--- src/rtl/vend_pkg.sv ---
// vend_pkg: shared types for the change dispenser.
//   disp_state_t : dispenser sequencer states
//   change_t     : change owed, in quarters (0..7)
//   MAX_CHANGE_Q : largest change value a request can carry
package vend_pkg;

  typedef enum logic [2:0] {
    IDLE    = 3'd0,
    GUFFIN  = 3'd1,
    GAP     = 3'd2,
    HALF    = 3'd3,
    QUARTER = 3'd4,
    DONE    = 3'd5
  } disp_state_t;

  typedef logic [2:0] change_t;

  localparam int MAX_CHANGE_Q = 7;

endpackage

--- src/rtl/change_dispenser_pulse_timer.sv ---
// pulse_timer: loadable down-counter for actuator pulse / gap timing.
//   CLK, RES : clock, synchronous active-high reset
//   load     : load `count` into the counter this edge
//   count    : duration in cycles (>=1)
//   expire   : high for the last cycle of a loaded duration
module pulse_timer #(
  parameter int W = 4
) (
  input  logic         CLK,
  input  logic         RES,
  input  logic         load,
  input  logic [W-1:0] count,
  output logic         expire
);

  logic [W-1:0] cnt_q, cnt_d;

  always_comb begin
    cnt_d = cnt_q;
    if (load)
      cnt_d = count;
    else if (cnt_q != '0)
      cnt_d = cnt_q - W'(1);
  end

  always_ff @(posedge CLK) begin
    if (RES) cnt_q <= '0;
    else     cnt_q <= cnt_d;
  end

  // A loaded value of N holds the counter in N..1; the cycle showing 1 is
  // the last one, so the owner transitions on the edge that ends it.
  assign expire = (cnt_q == W'(1));

endmodule

--- src/rtl/change_dispenser.sv ---
// change_dispenser: turns a one-cycle vend request into timed, non-overlapping
// actuator pulses: guffin, then half-dollars, then at most one quarter, then a
// one-cycle done strobe.
//   CLK, RES       : clock, synchronous active-high reset
//   vend_req       : request strobe, only honoured in IDLE
//   change_q       : change owed in quarters, sampled with vend_req
//   guffin         : product actuator pulse
//   halfDollar_out : 50c actuator pulse
//   quarter_out    : 25c actuator pulse
//   busy           : sequence in progress (through the done cycle)
//   done           : one-cycle completion strobe
module change_dispenser
  import vend_pkg::*;
#(
  parameter int PULSE_CYCLES = 25_000_000,
  parameter int GAP_CYCLES   = 12_500_000
) (
  input  logic       CLK,
  input  logic       RES,
  input  logic       vend_req,
  input  logic [2:0] change_q,
  output logic       guffin,
  output logic       halfDollar_out,
  output logic       quarter_out,
  output logic       busy,
  output logic       done
);

  localparam int MAX_PG = (PULSE_CYCLES > GAP_CYCLES) ? PULSE_CYCLES : GAP_CYCLES;
  localparam int TW     = $clog2(MAX_PG + 1);

  disp_state_t state_q, state_d;
  logic [1:0]  halves_q, halves_d;
  logic        quarter_q, quarter_d;
  logic        guffin_q, guffin_d;
  logic        half_q, half_d;
  logic        qtr_q, qtr_d;
  logic        busy_q, busy_d;
  logic        done_q, done_d;

  change_t     req_change;
  logic        tmr_load;
  logic [TW-1:0] tmr_count;
  logic        tmr_expire;

  assign req_change = change_q;

  pulse_timer #(.W(TW)) u_timer (
    .CLK    (CLK),
    .RES    (RES),
    .load   (tmr_load),
    .count  (tmr_count),
    .expire (tmr_expire)
  );

  always_comb begin
    state_d   = state_q;
    halves_d  = halves_q;
    quarter_d = quarter_q;
    case (state_q)
      IDLE: begin
        if (vend_req) begin
          // Greedy split: upper two bits are half-dollars, LSB the odd quarter.
          halves_d  = req_change[2:1];
          quarter_d = req_change[0];
          state_d   = GUFFIN;
        end
      end
      GUFFIN, HALF, QUARTER: begin
        if (tmr_expire) state_d = GAP;
      end
      GAP: begin
        if (tmr_expire) begin
          if (halves_q != 2'd0) begin
            state_d  = HALF;
            halves_d = halves_q - 2'd1;
          end else if (quarter_q) begin
            state_d   = QUARTER;
            quarter_d = 1'b0;
          end else begin
            state_d = DONE;
          end
        end
      end
      DONE:    state_d = IDLE;
      default: state_d = IDLE;
    endcase
  end

  // Every timed state is entered from a different state, so a state change
  // is exactly the reload point and the counter never needs to wrap.
  always_comb begin
    tmr_load  = 1'b0;
    tmr_count = TW'(PULSE_CYCLES);
    if (state_d != state_q) begin
      case (state_d)
        GUFFIN, HALF, QUARTER: tmr_load = 1'b1;
        GAP: begin
          tmr_load  = 1'b1;
          tmr_count = TW'(GAP_CYCLES);
        end
        default: tmr_load = 1'b0;
      endcase
    end
  end

  // Outputs decode the next state so they change on the same edge as the
  // state register and are glitch-free flop outputs.
  always_comb begin
    guffin_d = (state_d == GUFFIN);
    half_d   = (state_d == HALF);
    qtr_d    = (state_d == QUARTER);
    busy_d   = (state_d != IDLE);
    done_d   = (state_d == DONE);
  end

  always_ff @(posedge CLK) begin
    if (RES) begin
      state_q   <= IDLE;
      halves_q  <= 2'd0;
      quarter_q <= 1'b0;
      guffin_q  <= 1'b0;
      half_q    <= 1'b0;
      qtr_q     <= 1'b0;
      busy_q    <= 1'b0;
      done_q    <= 1'b0;
    end else begin
      state_q   <= state_d;
      halves_q  <= halves_d;
      quarter_q <= quarter_d;
      guffin_q  <= guffin_d;
      half_q    <= half_d;
      qtr_q     <= qtr_d;
      busy_q    <= busy_d;
      done_q    <= done_d;
    end
  end

  assign guffin         = guffin_q;
  assign halfDollar_out = half_q;
  assign quarter_out    = qtr_q;
  assign busy           = busy_q;
  assign done           = done_q;

endmodule

--- config.mk ---
export PLATFORM = sky130hd
export DESIGN_NAME = change_dispenser
export DESIGN_NICKNAME = d
export VERILOG_FILES = /design/src/rtl/vend_pkg.sv /design/src/rtl/change_dispenser_pulse_timer.sv /design/src/rtl/change_dispenser.sv
export SDC_FILE = /design/constraint.sdc
export NUM_CORES = 1
export LEC_CHECK = 0
export ABC_AREA = 1
export CELL_PAD_IN_SITES_DETAIL_PLACEMENT = 1
export CELL_PAD_IN_SITES_GLOBAL_PLACEMENT = 1
export CORE_ASPECT_RATIO = 1.2
export CORE_MARGIN = 2
export CORE_UTILIZATION = 46
export DETAILED_ROUTE_END_ITERATION = 8
export PLACE_DENSITY = 0.89
export SETUP_SLACK_MARGIN = 0.05
export SLEW_MARGIN = 20
export SYNTH_ARGS = -nofsm -noshare
export SYNTH_HDL_FRONTEND = slang
export SYNTH_SLANG_ARGS = --single-unit
--- constraint.sdc ---
create_clock -name CLK -period 5.05 [get_ports CLK]
set_input_delay 1.2625 -clock CLK [delete_from_list [all_inputs] [get_ports CLK]]
set_output_delay 1.2625 -clock CLK [all_outputs]
set_load 0.01 [all_outputs]
After elaboration in Yosys (flattened, before gate mapping)
Cells that the tools add are included.
Word-level totals
  register bits after elaboration: 36
  bits of input ports: 6
  output and inout port bits: 5
Cells by class
  $add $sub $neg: 2
  equality and inequality tests: 15
  muxes and demuxes: 20
  reductions and logical operators: 10
Operators with widths (number)
  $mux 25: 4
  $eq 25x1->1 const B: 1
  $reduce_bool 25->1: 1
  $sub 25x1->25 const B: 1
  $eq 3x2->1 const B: 4
  $mux 3: 4
  $eq 3x3->1 const B: 3
  $pmux 3 s3: 1
  $ne 2x2->1 const B: 4
  $reduce_and 4->1: 2
  $eq 3x1->1 const B: 2
  $mux 1: 6
  $mux 2: 3
  $reduce_bool 2->1: 3
  $pmux 2 s2: 1
  $reduce_or 4->1: 1
  $logic_not 3->1: 1
  $ne 3x3->1: 1
  $reduce_bool 3->1: 1
  $reduce_or 3->1: 1
  $pmux 1 s2: 1
  $sub 2x1->2 const B: 1

Depth between registers and ports, before layout
  word-level depth: 9
  depth in mapped cells: 18
  depth with buffers taken out: 17

Cells and area by module
A second synthesis with hierarchy kept.
Second synthesis, totals
  cell total of the unflattened synthesis: 400
  area, all modules: 2456.1 µm²
Modules (own cells, without submodules)
  pulse_timer: instances 1, cells an instance 304, area an instance 1830.5 µm², seq. area each 500.5 µm²
  change_dispenser: instances 1, cells an instance 96, area an instance 625.6 µm², seq. area each 220.2 µm²

Least setup slack after synthesis
OpenSTA, ideal clock, no wires.
  path type: in2reg
  from: in vend_req
  to: reg u_timer.cnt_q[15]
  data arrival time: 2.084 ns
  slack: 2.839 ns
  cell stages on the path: 11
  cell sequence: nand2_1 nand2_4 nor2_8 nand2_2 nand2_2 nand3_2 buf_6 nand2_1 nand2_1 nand2_1 nor2_1
Between the ends
  cells in the longest elaborated chain, start to end: 7
RTL lines
  start: declaration: line change_dispenser.sv:20  | input logic vend_req,
  $mux 3 (*): line change_dispenser.sv:62  | if (vend_req) begin
  $pmux 3 s3 (*): line change_dispenser.sv:60  | case (state_q)
  $eq 3x1->1, or another cell as far along: line change_dispenser.sv:96  | case (state_d)
  $reduce_or 4->1 (no line)
  $mux 1: line change_dispenser.sv:96
  $mux 1: line change_dispenser.sv:95  | if (state_d != state_q) begin
  $mux 25 or $reduce_bool 2->1 (tied branches)
  end signal: assignment: line change_dispenser_pulse_timer.sv:28  | else cnt_q <= cnt_d;
  end: declaration: line change_dispenser_pulse_timer.sv:16  | logic [W-1:0] cnt_q, cnt_d;
Every way passes the cells marked *; elsewhere a longest branch is shown, timed or not.
A chain may end at the register's enable or synchronous reset.

Final worst setup path
  from: in vend_req
  to: reg u_timer.cnt_q[1]
The elaborated chain is that of the path after synthesis.

==> impl_metrics.tcl <==
set metrics [dict create \
    worstPathRequired_ns 5.23 \
    synth_edf_count 0 \
    skew_ns 0.00614 \
    synth_top_area_frac 0.350 \
    period_minus_slack_ns 2.78 \
    routed_wl_um 4880 \
    layout-drive-gt1-share 0.132 \
    cp_cell_sequence "clkdlybuf4s50_1 > nand2_1 > nand2_4 > nor2_8 > nand2_2 > nand2_2 > nand3_2 > nand2_2 > nor2_1" \
    seq_area_frac_synth 0.350 \
    final_cells 367 \
    cts_tree "built" \
    synthCells 297 \
    crit_fanout 20 \
    grt_pass1_wl_um 8580 \
    design.die.area_um2 5030 \
    clk_latency_ns 0.29 \
    dp_cells 359 \
    max_freq_mhz 359 \
    min_period_over_period 0.551 \
    cp-start-kind "primary input" \
    timing.hold.ws_ns 0.459 \
    port_buffers 10 \
    hold_viol_final 0 \
    critical_path.top_delay_family "simple AND/OR/NAND/NOR gates" \
    initial_utilization 0.480 \
    die_y_um 77.3 \
    root_buffer "clkbuf_8" \
    async_reset_ff_frac 0 \
    placed_cell_area_um2 2210 \
    coreArea_um2 4290 \
    nets 320 \
    dp_hpwl_um 3630 \
    crit_path_frequent_cell "nand2_2" \
    ys.warnings.count 0 \
    numCtsBuffers 5 \
    synth_nets 307 \
    cts_hold_buf 0 \
    vias 1871 \
    p_per_area_nw_per_um2 530 \
    rows 26 \
    slew_headroom 0.648 \
    cts-resized-gates 0 \
    fin_ws_ns 2.27 \
    grt_usage 0.216 \
    drc 0 \
    leakagePower_nw 1.08 \
    max-clock-path-buffers 2 \
    die_w_um 65.1 \
    ant_nets 0 \
    setup_viol_count_final 0 \
    syn_area_um2 2060 \
    drt_iter0_drc 48 \
    viasPerCell 5.10 \
    gp_congestion 0.764 \
    synth_seq_cells 36 \
    outcome "finished, final reports clean" \
    synth.distinct_cells 32 \
    critPathBufInv 1 \
    worst-slew-pin-transition_ns 0.525 \
    grt_pass1_vias 1961 \
    design_area_um2 2300 \
    maxCapViolCount 0 \
    ys.flop_type "dfxtp_1" \
    pre_cts_ws_ns 1.96 \
    htreeDepth 2 \
    synth.area.top_cells "dfxtp_1 (35%), nand2_1 (11%), nor2_1 (9.7%), inv_1 (4.9%), xor2_1 (4.7%)" \
    slowest_delay_ns 0.39 \
    worstSetupPathType "primary input to register" \
    pin_count 11 \
    crit_slowest_cell "clkdlybuf4s50_1" \
    peakVddDrop_uv 173 \
    hold_path_class "register to register" \
    cts_setup_buffers 0 \
    post-route-util 0.535 \
    clk_pin_slew_ns 0.07 \
    yosysTopAreaCell "dfxtp_1" \
    rsz0062_at_grt "no" \
    grt_max_degree 24 \
    clock_sinks 36 \
    globalRoute.totalOverflow 0 \
    fin_setup_tns_ns 0 \
    slew_viol_final 0 \
    synthToLayoutAreaGrowth_pct 11.5 \
    p_total_mw 1.22 \
    end_kind "register" \
    drt_first_pass_iters 4 \
    avgSynthCellArea_um2 6.94 \
    crit_arrival_ns 2.96 \
    yosys-top-cells-count "nand2_1 (63), nor2_1 (53), dfxtp_1 (36), inv_1 (27), nand3_1 (18)" \
    yosysMostFrequentCell "nand2_1" \
    wl_per_cell_um 13.3 \
    antenna_found_initial 0 \
    antenna_cells 0 \
]
-- worst paths after layout --
kind,from,endpoint,slack [ns],depth (start not counted)
max,vend_req,u_timer.cnt_q[1]$_SDFFE_PP0P_,2.27,9
min,halves_q[1]$_SDFFE_PP0P_,halves_q[1]$_SDFFE_PP0P_,0.46,2
max reg2reg,u_timer.cnt_q[1]$_SDFFE_PP0P_,u_timer.cnt_q[1]$_SDFFE_PP0P_,2.58,15
min reg2reg,halves_q[1]$_SDFFE_PP0P_,halves_q[1]$_SDFFE_PP0P_,0.46,2
-- cells in the final DEF, fill, tap and decap left out --
master	netlist	routed
a21oi_1	16	16
a21oi_2	1	1
a21oi_4	1	1
a31oi_1	3	3
buf_4	1	1
clkbuf_1	2	2
clkbuf_8	0	6
clkdlybuf4s50_1	0	10
dfxtp_1	36	36
ha_1	4	4
inv_1	27	27
inv_2	9	9
nand2_1	63	63
nand2_2	6	6
nand2_4	3	3
nand3_1	18	18
nand3_2	2	2
nand4_1	1	1
nor2_1	53	53
nor2_2	4	4
nor2_4	1	1
nor2_8	1	1
nor3_1	9	9
nor3_2	4	4
nor4_1	1	1
o2111ai_1	1	1
o21a_1	2	2
o21ai_0	4	4
or2_1	1	1
or2_2	2	2
xnor2_1	8	8
xor2_1	11	11
-- area by class of cell --
cell class | instances | area, um2
clock buffers | 8 | 90.1
multi-input cells | 220 | 1170
flip-flops and latches | 36 | 721
repair buffers | 11 | 108
inverters | 36 | 135
well taps | 56 | 70.1
fillers | 590 | 2000
-- flip-flops by register name (all words and copies together) (netlist names) --
signal and cells:
halves_q 2, quarter_out 1, quarter_q 1, busy 1, halfDollar_out 1, done 1, guffin 1, state_q 3
u_timer.cnt_q 25
-- metal layers --
layer / vias up / routed length [um] / GRT usage / part of all wire
li1: 956 / - / - / -
met1: 889 / 2090 / 0.243 / 0.43
met2: 18 / 2580 / 0.387 / 0.53
met3: 8 / 109 / 0.0499 / 0.022
met4: 0 / 96 / 0.0875 / 0.020
met5: - / 0 / 0 / 0
-- logic make-up after synthesis --
kind of cell,after synthesis,share of synthesized area
and+or+nand+nor,169,0.383
buffers and inverters,41,0.0808
DFF,36,0.350
AOI/OAI and AO/OA,28,0.0814
xor gates and xnor gates,19,0.0808
adders and majority gates,4,0.0243
-- worst min-delay path, cell delays in order (launching register included) --
cell	delay (ns)
dfxtp_1	0.30
inv_1	0.06
a21oi_1	0.06
-- report_power, final --
part | switching [mW] | internal, mW
sequential | 0.0710 | 0.355
clock | 0.102 | 0.111
combinational | 0.363 | 0.215
total | 0.536 | 0.681
No activity file was read; power rests on OpenSTA's default activity.
